**src/rtl/muldiv_pkg.sv**
```systemverilog
// rtl/muldiv_pkg.sv - op and state types plus operand signedness decode for muldiv_unit
package muldiv_pkg;

  typedef enum logic [2:0] {
    MD_MUL    = 3'd0,
    MD_MULH   = 3'd1,
    MD_MULHSU = 3'd2,
    MD_MULHU  = 3'd3,
    MD_DIV    = 3'd4,
    MD_DIVU   = 3'd5,
    MD_REM    = 3'd6,
    MD_REMU   = 3'd7
  } mdOp_t;

  typedef enum logic [1:0] {
    ST_IDLE,
    ST_MUL,
    ST_DIV,
    ST_DONE
  } mdState_t;

  // MUL is treated as signed: the low half of the product is the same either way
  function automatic logic is_signed_a(input mdOp_t op);
    return (op == MD_MUL) || (op == MD_MULH) || (op == MD_MULHSU) ||
           (op == MD_DIV) || (op == MD_REM);
  endfunction

  function automatic logic is_signed_b(input mdOp_t op);
    return (op == MD_MUL) || (op == MD_MULH) || (op == MD_DIV) || (op == MD_REM);
  endfunction

endpackage

```
**src/rtl/muldiv_unit_if.sv**
```systemverilog
// rtl/muldiv_unit_if.sv - EX-stage handshake between pipeline and muldiv_unit
interface muldiv_unit_if #(
  parameter int DATA_WIDTH     = 32,
  parameter int REG_ADDR_WIDTH = 5
);

  logic                      startE;
  logic [2:0]                funct3E;
  logic [DATA_WIDTH-1:0]     srcAE;
  logic [DATA_WIDTH-1:0]     srcBE;
  logic [REG_ADDR_WIDTH-1:0] rdE;
  logic                      kill;
  logic                      stallReq;
  logic                      done;
  logic [DATA_WIDTH-1:0]     result;
  logic [REG_ADDR_WIDTH-1:0] rdOut;
  logic                      illegalOp;

  modport master (
    output startE, funct3E, srcAE, srcBE, rdE, kill,
    input  stallReq, done, result, rdOut, illegalOp
  );

  modport slave (
    input  startE, funct3E, srcAE, srcBE, rdE, kill,
    output stallReq, done, result, rdOut, illegalOp
  );

endinterface

```
**src/rtl/muldiv_sign.sv**
```systemverilog
// rtl/muldiv_sign.sv - conditional two's-complement negate (magnitude on entry, sign fix-up on exit)
module muldiv_sign #(
  parameter int WIDTH = 32
) (
  input  logic [WIDTH-1:0] value,
  input  logic             negate,
  output logic [WIDTH-1:0] out
);

  assign out = negate ? (~value + WIDTH'(1)) : value;

endmodule

```
**src/rtl/muldiv_unit.sv**
```systemverilog
// rtl/muldiv_unit.sv - iterative RV32M multiply/divide unit; divider compiled in with MULDIV_DIV_EN
module muldiv_unit
  import muldiv_pkg::*;
#(
  parameter int DATA_WIDTH     = 32,
  parameter int REG_ADDR_WIDTH = 5
) (
  input logic          clk,
  input logic          rst,
  muldiv_unit_if.slave bus
);

  localparam int DW = DATA_WIDTH;
  localparam int CW = $clog2(DATA_WIDTH) + 1;

  mdState_t                  state, stateNext;
  logic [CW-1:0]             cnt;
  mdOp_t                     op;
  logic [REG_ADDR_WIDTH-1:0] rdReg;
  logic [DW-1:0]             bMag;
  // {high, low}: product while multiplying, {remainder, quotient} while dividing
  logic [2*DW-1:0]           acc;
  logic                      negLo, negHi, illegal;
  logic [DW-1:0]             resultReg;
  logic [REG_ADDR_WIDTH-1:0] rdOutReg;

  mdOp_t         opIn;
  logic          signA, signB, accept, lastStep, shortOp;
  logic [DW-1:0] aMagIn, bMagIn, loFix, hiFix, hiCarry, finalRes;
  logic [DW:0]   mulSum;
  logic [2*DW-1:0] mulNext;

  assign opIn     = mdOp_t'(bus.funct3E);
  assign signA    = is_signed_a(opIn) & bus.srcAE[DW-1];
  assign signB    = is_signed_b(opIn) & bus.srcBE[DW-1];
  assign accept   = (state == ST_IDLE) & bus.startE & ~bus.kill;
  assign lastStep = (cnt == CW'(DW));

  muldiv_sign #(.WIDTH(DW)) uSignA (.value(bus.srcAE), .negate(signA), .out(aMagIn));
  muldiv_sign #(.WIDTH(DW)) uSignB (.value(bus.srcBE), .negate(signB), .out(bMagIn));

  assign mulSum  = {1'b0, acc[2*DW-1:DW]} + {1'b0, (acc[0] ? bMag : {DW{1'b0}})};
  assign mulNext = {mulSum, acc[DW-1:1]};

`ifdef MULDIV_DIV_EN
  logic            divZero, divOvf;
  logic [DW:0]     divTrial;
  logic [2*DW-1:0] divNext;

  assign divZero  = (bus.srcBE == {DW{1'b0}});
  assign divOvf   = ((opIn == MD_DIV) || (opIn == MD_REM)) &&
                    (bus.srcAE == {1'b1, {(DW-1){1'b0}}}) && (bus.srcBE == {DW{1'b1}});
  assign shortOp  = opIn[2] & (divZero | divOvf);
  assign divTrial = {acc[2*DW-1:DW], acc[DW-1]} - {1'b0, bMag};
  assign divNext  = divTrial[DW] ? {acc[2*DW-2:0], 1'b0}
                                 : {divTrial[DW-1:0], acc[DW-2:0], 1'b1};
`else
  assign shortOp  = opIn[2];
`endif

  // Sign fix-up: the high half of a negated product only takes the carry when the low half is zero
  muldiv_sign #(.WIDTH(DW)) uFixLo (.value(acc[DW-1:0]), .negate(negLo), .out(loFix));
  assign hiCarry  = {{(DW-1){1'b0}}, (op[2] ? 1'b1 : (acc[DW-1:0] == {DW{1'b0}}))};
  assign hiFix    = negHi ? (~acc[2*DW-1:DW] + hiCarry) : acc[2*DW-1:DW];
  assign finalRes = ((op == MD_MUL) || (op == MD_DIV) || (op == MD_DIVU)) ? loFix : hiFix;

  // State register
  always_ff @(posedge clk) begin
    if (rst) state <= ST_IDLE;
    else     state <= stateNext;
  end

  // Next state; short ops run only the final step of an iterating state (counter preset)
  always_comb begin
    stateNext = state;
    case (state)
      ST_IDLE: begin
        if (accept) begin
`ifdef MULDIV_DIV_EN
          stateNext = opIn[2] ? ST_DIV : ST_MUL;
`else
          stateNext = ST_MUL;
`endif
        end
      end
      ST_MUL:  if (lastStep) stateNext = ST_DONE;
`ifdef MULDIV_DIV_EN
      ST_DIV:  if (lastStep) stateNext = ST_DONE;
`endif
      ST_DONE: stateNext = ST_IDLE;
      default: stateNext = ST_IDLE;
    endcase
    if (bus.kill) stateNext = ST_IDLE;
  end

  // Operand latch, iteration datapath and result capture
  always_ff @(posedge clk) begin
    if (rst) begin
      cnt       <= '0;
      op        <= MD_MUL;
      rdReg     <= '0;
      bMag      <= '0;
      acc       <= '0;
      negLo     <= 1'b0;
      negHi     <= 1'b0;
      illegal   <= 1'b0;
      resultReg <= '0;
      rdOutReg  <= '0;
    end else if (bus.kill) begin
      cnt <= '0;
    end else begin
      case (state)
        ST_IDLE: begin
          if (accept) begin
            op      <= opIn;
            rdReg   <= bus.rdE;
            bMag    <= bMagIn;
            illegal <= 1'b0;
            cnt     <= '0;
            acc     <= {{DW{1'b0}}, aMagIn};
            negLo   <= signA ^ signB;
            negHi   <= opIn[2] ? signA : (signA ^ signB);
            if (shortOp) begin
              negLo <= 1'b0;
              negHi <= 1'b0;
              cnt   <= CW'(DW);
`ifdef MULDIV_DIV_EN
              acc   <= divZero ? {bus.srcAE, {DW{1'b1}}} : {{DW{1'b0}}, bus.srcAE};
`else
              acc     <= '0;
              illegal <= 1'b1;
`endif
            end
          end
        end
        ST_MUL: begin
          if (lastStep) begin
            resultReg <= finalRes;
            rdOutReg  <= rdReg;
            cnt       <= '0;
          end else begin
            acc <= mulNext;
            cnt <= cnt + CW'(1);
          end
        end
`ifdef MULDIV_DIV_EN
        ST_DIV: begin
          if (lastStep) begin
            resultReg <= finalRes;
            rdOutReg  <= rdReg;
            cnt       <= '0;
          end else begin
            acc <= divNext;
            cnt <= cnt + CW'(1);
          end
        end
`endif
        default: ;
      endcase
    end
  end

  assign bus.stallReq  = ((state == ST_IDLE) & bus.startE) | (state == ST_MUL) | (state == ST_DIV);
  assign bus.done      = (state == ST_DONE);
  assign bus.illegalOp = (state == ST_DONE) & illegal;
  assign bus.result    = resultReg;
  assign bus.rdOut     = rdOutReg;

endmodule

```
**src/flat_wrapper.sv**
```systemverilog
// flat-port wrapper written by rule: the top's interface ports become plain ports
module muldiv_unit_flat import muldiv_pkg::*;
#(
  parameter int DATA_WIDTH     = 32,
  parameter int REG_ADDR_WIDTH = 5
)
  (clk, rst, bus_startE, bus_funct3E, bus_srcAE, bus_srcBE, bus_rdE, bus_kill, bus_stallReq, bus_done, bus_result, bus_rdOut, bus_illegalOp);
  muldiv_unit_if #(.DATA_WIDTH(DATA_WIDTH), .REG_ADDR_WIDTH(REG_ADDR_WIDTH)) bus_i ();
  input logic clk;
  input logic rst;
  input wire logic [$bits(bus_i.startE)-1:0] bus_startE;
  input wire logic [$bits(bus_i.funct3E)-1:0] bus_funct3E;
  input wire logic [$bits(bus_i.srcAE)-1:0] bus_srcAE;
  input wire logic [$bits(bus_i.srcBE)-1:0] bus_srcBE;
  input wire logic [$bits(bus_i.rdE)-1:0] bus_rdE;
  input wire logic [$bits(bus_i.kill)-1:0] bus_kill;
  output wire logic [$bits(bus_i.stallReq)-1:0] bus_stallReq;
  output wire logic [$bits(bus_i.done)-1:0] bus_done;
  output wire logic [$bits(bus_i.result)-1:0] bus_result;
  output wire logic [$bits(bus_i.rdOut)-1:0] bus_rdOut;
  output wire logic [$bits(bus_i.illegalOp)-1:0] bus_illegalOp;
  assign bus_i.startE = bus_startE;
  assign bus_i.funct3E = bus_funct3E;
  assign bus_i.srcAE = bus_srcAE;
  assign bus_i.srcBE = bus_srcBE;
  assign bus_i.rdE = bus_rdE;
  assign bus_i.kill = bus_kill;
  assign bus_stallReq = bus_i.stallReq;
  assign bus_done = bus_i.done;
  assign bus_result = bus_i.result;
  assign bus_rdOut = bus_i.rdOut;
  assign bus_illegalOp = bus_i.illegalOp;
  muldiv_unit #(.DATA_WIDTH(DATA_WIDTH), .REG_ADDR_WIDTH(REG_ADDR_WIDTH)) u_core (.clk(clk), .rst(rst), .bus(bus_i));
endmodule
```
**config.mk**
```make
export PLATFORM = sky130hd
export DESIGN_NAME = muldiv_unit_flat
export DESIGN_NICKNAME = d
export VERILOG_FILES = /design/src/rtl/muldiv_pkg.sv /design/src/rtl/muldiv_unit_if.sv /design/src/rtl/muldiv_sign.sv /design/src/rtl/muldiv_unit.sv /design/src/flat_wrapper.sv
export SDC_FILE = /design/constraint.sdc
export NUM_CORES = 1
export LEC_CHECK = 0
export BUFFER_PORTS_ARGS = -buffer_cell sky130_fd_sc_hd__buf_2
export CAP_MARGIN = 20
export CORE_MARGIN = 2
export CORE_UTILIZATION = 34
export CTS_CLUSTER_SIZE = 30
export DETAILED_ROUTE_END_ITERATION = 8
export PLACE_DENSITY = 0.5
export REMOVE_ABC_BUFFERS = 1
export SYNTH_ARGS = -nofsm -noshare
export SYNTH_HDL_FRONTEND = slang
export SYNTH_SLANG_ARGS = --single-unit
```
**constraint.sdc**
```tcl
create_clock -name clk -period 7.5 [get_ports clk]
set_input_delay 0.375 -clock clk [delete_from_list [all_inputs] [get_ports clk]]
set_output_delay 0.375 -clock clk [all_outputs]
set_load 0.02 [all_outputs]
```
==> results of run 1 <==
synthesized netlist by cell type (4+ instances only):
cell | n | area (sq um)
a22oi_1 | 4 | 30.0
a21o_1 | 21 | 158
a311oi_1 | 4 | 35.0
nor3_1 | 51 | 255
o21a_1 | 6 | 45.0
or4_1 | 9 | 67.6
a21oi_1 | 111 | 556
nand3_1 | 29 | 145
o21ai_0 | 64 | 320
a211oi_1 | 34 | 255
nor4_1 | 9 | 56.3
o211ai_2 | 4 | 50.1
o21bai_1 | 6 | 45.0
and2_1 | 43 | 269
nand4_1 | 14 | 87.6
ha_1 | 39 | 488
or3_1 | 18 | 113
dfxtp_1 | 150 | 3000
clkbuf_1 | 82 | 308
nand2b_1 | 10 | 62.6
and3_1 | 8 | 50.1
nor2_1 | 112 | 420
inv_1 | 25 | 93.8
o21ai_1 | 14 | 70.1
xor2_1 | 73 | 639
o31ai_1 | 31 | 233
nand2_1 | 168 | 631
xnor2_1 | 68 | 596
a31oi_1 | 10 | 62.6
a221oi_1 | 26 | 228
nor2b_1 | 10 | 62.6
o41ai_1 | 13 | 114
o211ai_1 | 31 | 233
layer usage:
layer	GRT usage (%)	part of all wire, %	vias up
li1	-	-	4998
met1	28.2	51	4532
met2	30.6	44	227
met3	2.62	3.6	23
met4	5.42	1.6	0
met5	0	0	-
worst max-delay path, stage by stage, from the launching register on:
cell,delay (ns)
dfxtp_1,0.38
nor4_2,0.44
nand3_1,0.30
or4_1,0.70
o31ai_1,0.45
ha_1,0.25
nand2b_1,0.12
nor2b_1,0.29
nand4_1,0.25
o41ai_1,0.42
xor2_1,0.18
nand2_1,0.07
o211ai_1,0.13
a21oi_1,0.08
where the power goes:
part           switching [mW]  total, mW  internal [mW]
sequential             0.0291      0.853          0.824
combinational           0.187      0.295          0.108
clock                   0.357      0.930          0.574
worst max path at each step:
stage,slack [ns],endpoint,startpoint,cells past startpoint
after floorplan,0.04,u_core.acc[51],u_core.cnt[0],8
after global placement,3.37,u_core.bus.result[30],u_core.acc[2],13
after detailed placement,3.33,u_core.bus.result[30],u_core.acc[2],13
after CTS,3.31,u_core.bus.result[30],u_core.acc[2],13
after global routing,2.97,u_core.bus.result[30],u_core.acc[2],13
final,3.29,u_core.bus.result[30],u_core.acc[2],13
metrics by stage:
step / hold slack (ns) / power, mW / worst slack, ns
after floorplan: 0.421 / 1.05 / 0.0429
after global placement: 0.437 / 1.16 / 3.37
after detailed placement: 0.443 / 1.16 / 3.33
after CTS: 0.160 / 2.10 / 3.31
after global routing: 0.169 / 2.17 / 2.97
final: 0.180 / 2.08 / 3.29
cell families after synthesis:
logic type | after synthesis | share of synthesized area (%)
and+or+nand+nor | 503 | 23.5
AOI/OAI and AO/OA | 405 | 26.1
DFF | 150 | 29.0
xor gates and xnor gates | 141 | 11.9
buffers and inverters | 114 | 4.39
adders and majority gates | 40 | 4.91
muxes | 1 | 0.0968
final cells by class:
| type | count | area, sq um | area share, % |
|---|---|---|---|
| multi-input cells | 1090 | 6910 | 58.6 |
| flip-flops and latches | 150 | 3000 | 25.5 |
| repair buffers | 127 | 668 | 5.67 |
| well taps | 390 | 488 | 4.14 |
| clock buffers | 20 | 457 | 3.87 |
| clock inverters | 12 | 176 | 1.50 |
| inverters | 25 | 93.8 | 0.796 |
state kept, by name (all words and copies together) (netlist names):
| register | flops |
|---|---|
| u_core.bMag | 32 |
| u_core.state | 2 |
| u_core.op | 2 |
| u_core.illegal | 1 |
| u_core.bus.rdOut | 5 |
| u_core.cnt | 6 |
| u_core.rdReg | 5 |
| u_core.negLo | 1 |
| u_core.bus.result | 32 |
| u_core.acc | 64 |
==> results_dict.tcl, run 1 <==
set metrics [dict create \
    clockBufferDepth 2 \
    worst-setup-path-type "reg2reg" \
    die-area_sq_mm 0.0318 \
    crit_path_end_kind "flip-flop" \
    syn_area_sq_mm 0.0103 \
    ios 116 \
    period_needed_ns 4.21 \
    cts_resized 0 \
    wl_per_cell_um 17.0 \
    maxSlewViolCount 0 \
    whs_path_depth 3 \
    finalHoldViolCount 0 \
    antenna_found_initial 0 \
    gr-usage-all-layers_pct 19.6 \
    port_buffers 115 \
    clk_pin_slew_worst_paths_ns 0.06 \
    rr_worst_depth 13 \
    cp.required_ns 7.78 \
    final.setup.tns_ns 0 \
    final_cell_area_sq_mm 0.0118 \
    routabilityCongestion 0.871 \
    ys_warn_count 0 \
    finish.utilization_pct 39.6 \
    htree_num_levels 4 \
    reg2reg_from "u_core.acc[2]" \
    routed_wirelength_um 30800 \
    firstDrtPassIters 5 \
    postCtsHoldBufs 0 \
    drive_above_1_share_pct 13.3 \
    ys_seq_elements 150 \
    rsz0062_at_grt "false" \
    post-route-period-util_pct 56.1 \
    dp.cells 1782 \
    syn_to_final_growth_pct 14.1 \
    hold_path_end "u_core.rdReg[1]" \
    setup_viol 0 \
    fill_cells 3169 \
    grt_max_degree 69 \
    core_sq_mm 0.0298 \
    dpl.hpwl_um 22700 \
    worst_setup_path_start_kind "flip-flop" \
    vias 9780 \
    synth-edff-count 0 \
    fmax_mhz 238 \
    worstReg2RegEnd "u_core.bus.result[30]" \
    die_w_um 178 \
    finalNetCount 1527 \
    ys_seq_area_share_pct 29.0 \
    crit_arrival_ns 4.49 \
    cts_setup_buffers 0 \
    reg2reg_setup_slack_ns 3.29 \
    grt_overflow 0 \
    die_h_um 178 \
    drc_errors 0 \
    grt_pass1_wl_um 49300 \
    synth.distinct_cells 67 \
    slew-limit-headroom_pct 31.8 \
    status "completed" \
    cts_tree "done" \
    layoutNonFillerInstCount 1814 \
    root_buffer "clkbuf_16" \
    ant_nets 0 \
    cts_buffers 17 \
    skew_ns 0.0100 \
    num_rows 63 \
    critical_path.max_fanout 7 \
    worst_pin_slew_ns 1.02 \
    mostFrequentLayoutCell "nand2_1" \
    place_area_sq_mm 0.0112 \
    hold_path_class "in2reg" \
    cap_violations 0 \
    hold_path_startpoint "bus_rdE[1]" \
    worst_skew_pair.late_latency_ns 0.43 \
    clock_sinks 150 \
    grt_pass1_vias 9104 \
    first_iter_violations 720 \
    synth_ff_type "dfxtp_1" \
    power.density_mw_per_mm2 176 \
    ir_worst_vdd_v 0.000147 \
    via_per_inst 5.39 \
    synth_cells 1354 \
    p_leak_nw 4.57 \
    async_flop_share_pct 0 \
    avgSynthCellArea_sq_um 7.64 \
    diodes 0 \
    initial_utilization_pct 34.7 \
    final_cell_mix "nand2_1 (168), dfxtp_1 (149), buf_2 (114)" \
]
No activity file was read; power rests on OpenSTA's default activity.
==> run 2: changes to the inputs <==
PLACE_DENSITY = 0.52   (was 0.5)
clock period = 3.63 ns   (was 7.5 ns; I/O delays follow)
==> results_dict.tcl, run 2 (synthesis results as in run 1) <==
set metrics [dict create \
    status "completed" \
    hold_path_class "in2reg" \
    die_w_um 178 \
    drc_errors 0 \
    via_per_inst 5.40 \
    maxUsedRoutingLayer "met4" \
    grt_overflow 0 \
    holdWs_ns 0.0301 \
    cts_tree "done" \
    routed_wirelength_um 31500 \
    diodes 0 \
    crit_path_end_kind "flip-flop" \
    first_iter_violations 731 \
    place_ws_ns 0.0424 \
    cts_buffers 17 \
    critical_path.max_fanout 4 \
    gr-usage-all-layers_pct 20.0 \
    htree_num_levels 4 \
    wl_per_cell_um 16.9 \
    cap_violations 0 \
    finalNetCount 1571 \
    num_rows 63 \
    final_cell_mix "nand2_1 (168), dfxtp_1 (149), buf_2 (114)" \
    dpl.hpwl_um 23300 \
    top_register "u_core.acc" \
    ant_nets 0 \
    ios 116 \
    fill_cells 3135 \
    root_buffer "clkbuf_16" \
    wl_met3_um 1280 \
    largest_register_ffs 64 \
    mostFrequentLayoutCell "nand2_1" \
    ir_worst_vdd_v 0.000290 \
    wl_met1_um 16000 \
    register_area_sq_mm 0.00300 \
    clockBufferDepth 2 \
    worst_setup_path_start_kind "flip-flop" \
    core_sq_mm 0.0298 \
    finalHoldViolCount 0 \
    skew_ns 0.0107 \
    slew-limit-headroom_pct 51.8 \
    path_cells "or4_4 > nand2b_4 > or4_4 > o31ai_4 > buf_4 > ha_1 > nand2b_1 > nor2b_4 > nand4_1 > buf_4 > o21ai_2 > o21a_1 > xnor2_1 > nand2_1 > a311oi_2" \
    drive_above_1_share_pct 16.0 \
    power.density_mw_per_mm2 349 \
    initial_utilization_pct 34.7 \
    worst_skew_pair.late_latency_ns 0.43 \
    syn_to_final_growth_pct 17.5 \
    antenna_found_initial 0 \
    die-area_sq_mm 0.0318 \
    fmax_mhz 292 \
    crit_path_max_incr_delay_ns 0.54 \
    worst_pin_slew_ns 0.712 \
    routabilityCongestion 0.893 \
    power.total_mw 4.24 \
    p_leak_nw 4.78 \
    grt_pass1_wl_um 50200 \
    grt_pass1_vias 9262 \
    worst_slack_ns 0.201 \
    vias 10000 \
    multiInputGateArea_sq_mm 0.00696 \
    firstDrtPassIters 5 \
    final_cell_area_sq_mm 0.0122 \
    worst-setup-path-type "reg2reg" \
    cp.required_ns 3.97 \
    clock_sinks 150 \
    crit_arrival_ns 3.77 \
    port_buffers 115 \
    setup_viol 0 \
    wl_met2_um 13800 \
    die_h_um 178 \
    crit_path_top_delay_cell "or4_4" \
    place_area_sq_mm 0.0114 \
    clk_pin_slew_worst_paths_ns 0.06 \
    maxSlewViolCount 0 \
    post-route-period-util_pct 94.5 \
    period_needed_ns 3.43 \
    grt_max_degree 59 \
]
run 2: cell count changes in the layout (fill, tap and decap cells not counted), moves of 2 or more:
cell / previous run / this run
clkbuf_8: 2 / 0
clkinv_2: 2 / 4
o41ai_2: 3 / 6
dlygate4sd3_1: 0 / 5
buf_4: 13 / 52
o41ai_1: 13 / 10
run 2: critical path, delay by kind of cell, from the launching register on:
family,cells,cell delay (ns)
xor gates and xnor gates,1,0.11
and+or+nand+nor,7,1.68
DFF,1,0.31
buffers and inverters,2,0.37
AOI/OAI and AO/OA,4,0.71
adders and majority gates,1,0.16
run 2: layer usage:
metal / global-route usage (%) / vias up
li1: - / 5087
met1: 29.3 / 4674
met2: 31.0 / 243
met3: 1.92 / 23
met4: 5.62 / 0
met5: 0 / -
run 2: metrics by stage:
stage / std cells / utilization (%) / TNS, ns
2_1_floorplan: 1265 / - / -259.57
4_1_cts: 1857 / 40.6 / 0
3_5_place_dp: 1820 / 38.4 / 0
3_3_place_gp: 1820 / 38.4 / 0
6_report: 1858 / 40.8 / 0
5_1_grt: 1858 / 40.8 / -0.00786
run 2: area by class of cell:
cell class	instances	area share [%]
Timing Repair Buffer	171	8.32
Multi-Input combinational cell	1090	57.3
Inverter	25	0.772
Clock buffer	19	3.56
Tap cell	390	4.02
Sequential cell	150	24.7
Clock inverter	13	1.30
run 2: path summary, 6_finish.rpt:
path | cells after the start | endpoint | startpoint | slack (ns)
setup / recovery | 15 | u_core.bus.result[28] | u_core.acc[10] | 0.20
setup reg to reg | 15 | u_core.bus.result[28] | u_core.acc[10] | 0.20
hold / removal | 3 | u_core.op[1] | bus_funct3E[1] | 0.03
hold reg to reg | 2 | u_core.bMag[22] | u_core.bMag[22] | 0.45
run 2: repair_timing:
item | CTS | global route
resized for setup | 1 | 10
setup buffers | 0 | 0
hold endpoints to repair | 5 | 0
hold buffers | 5 | 0
pin swaps | 0 | 1
endpoints found under the setup margin | 1 | 8
run 2: power breakdown:
group	switching, mW	internal [mW]
sequential	0.0452	1.70
clock	0.722	1.08
combinational	0.425	0.270
total	1.19	3.05
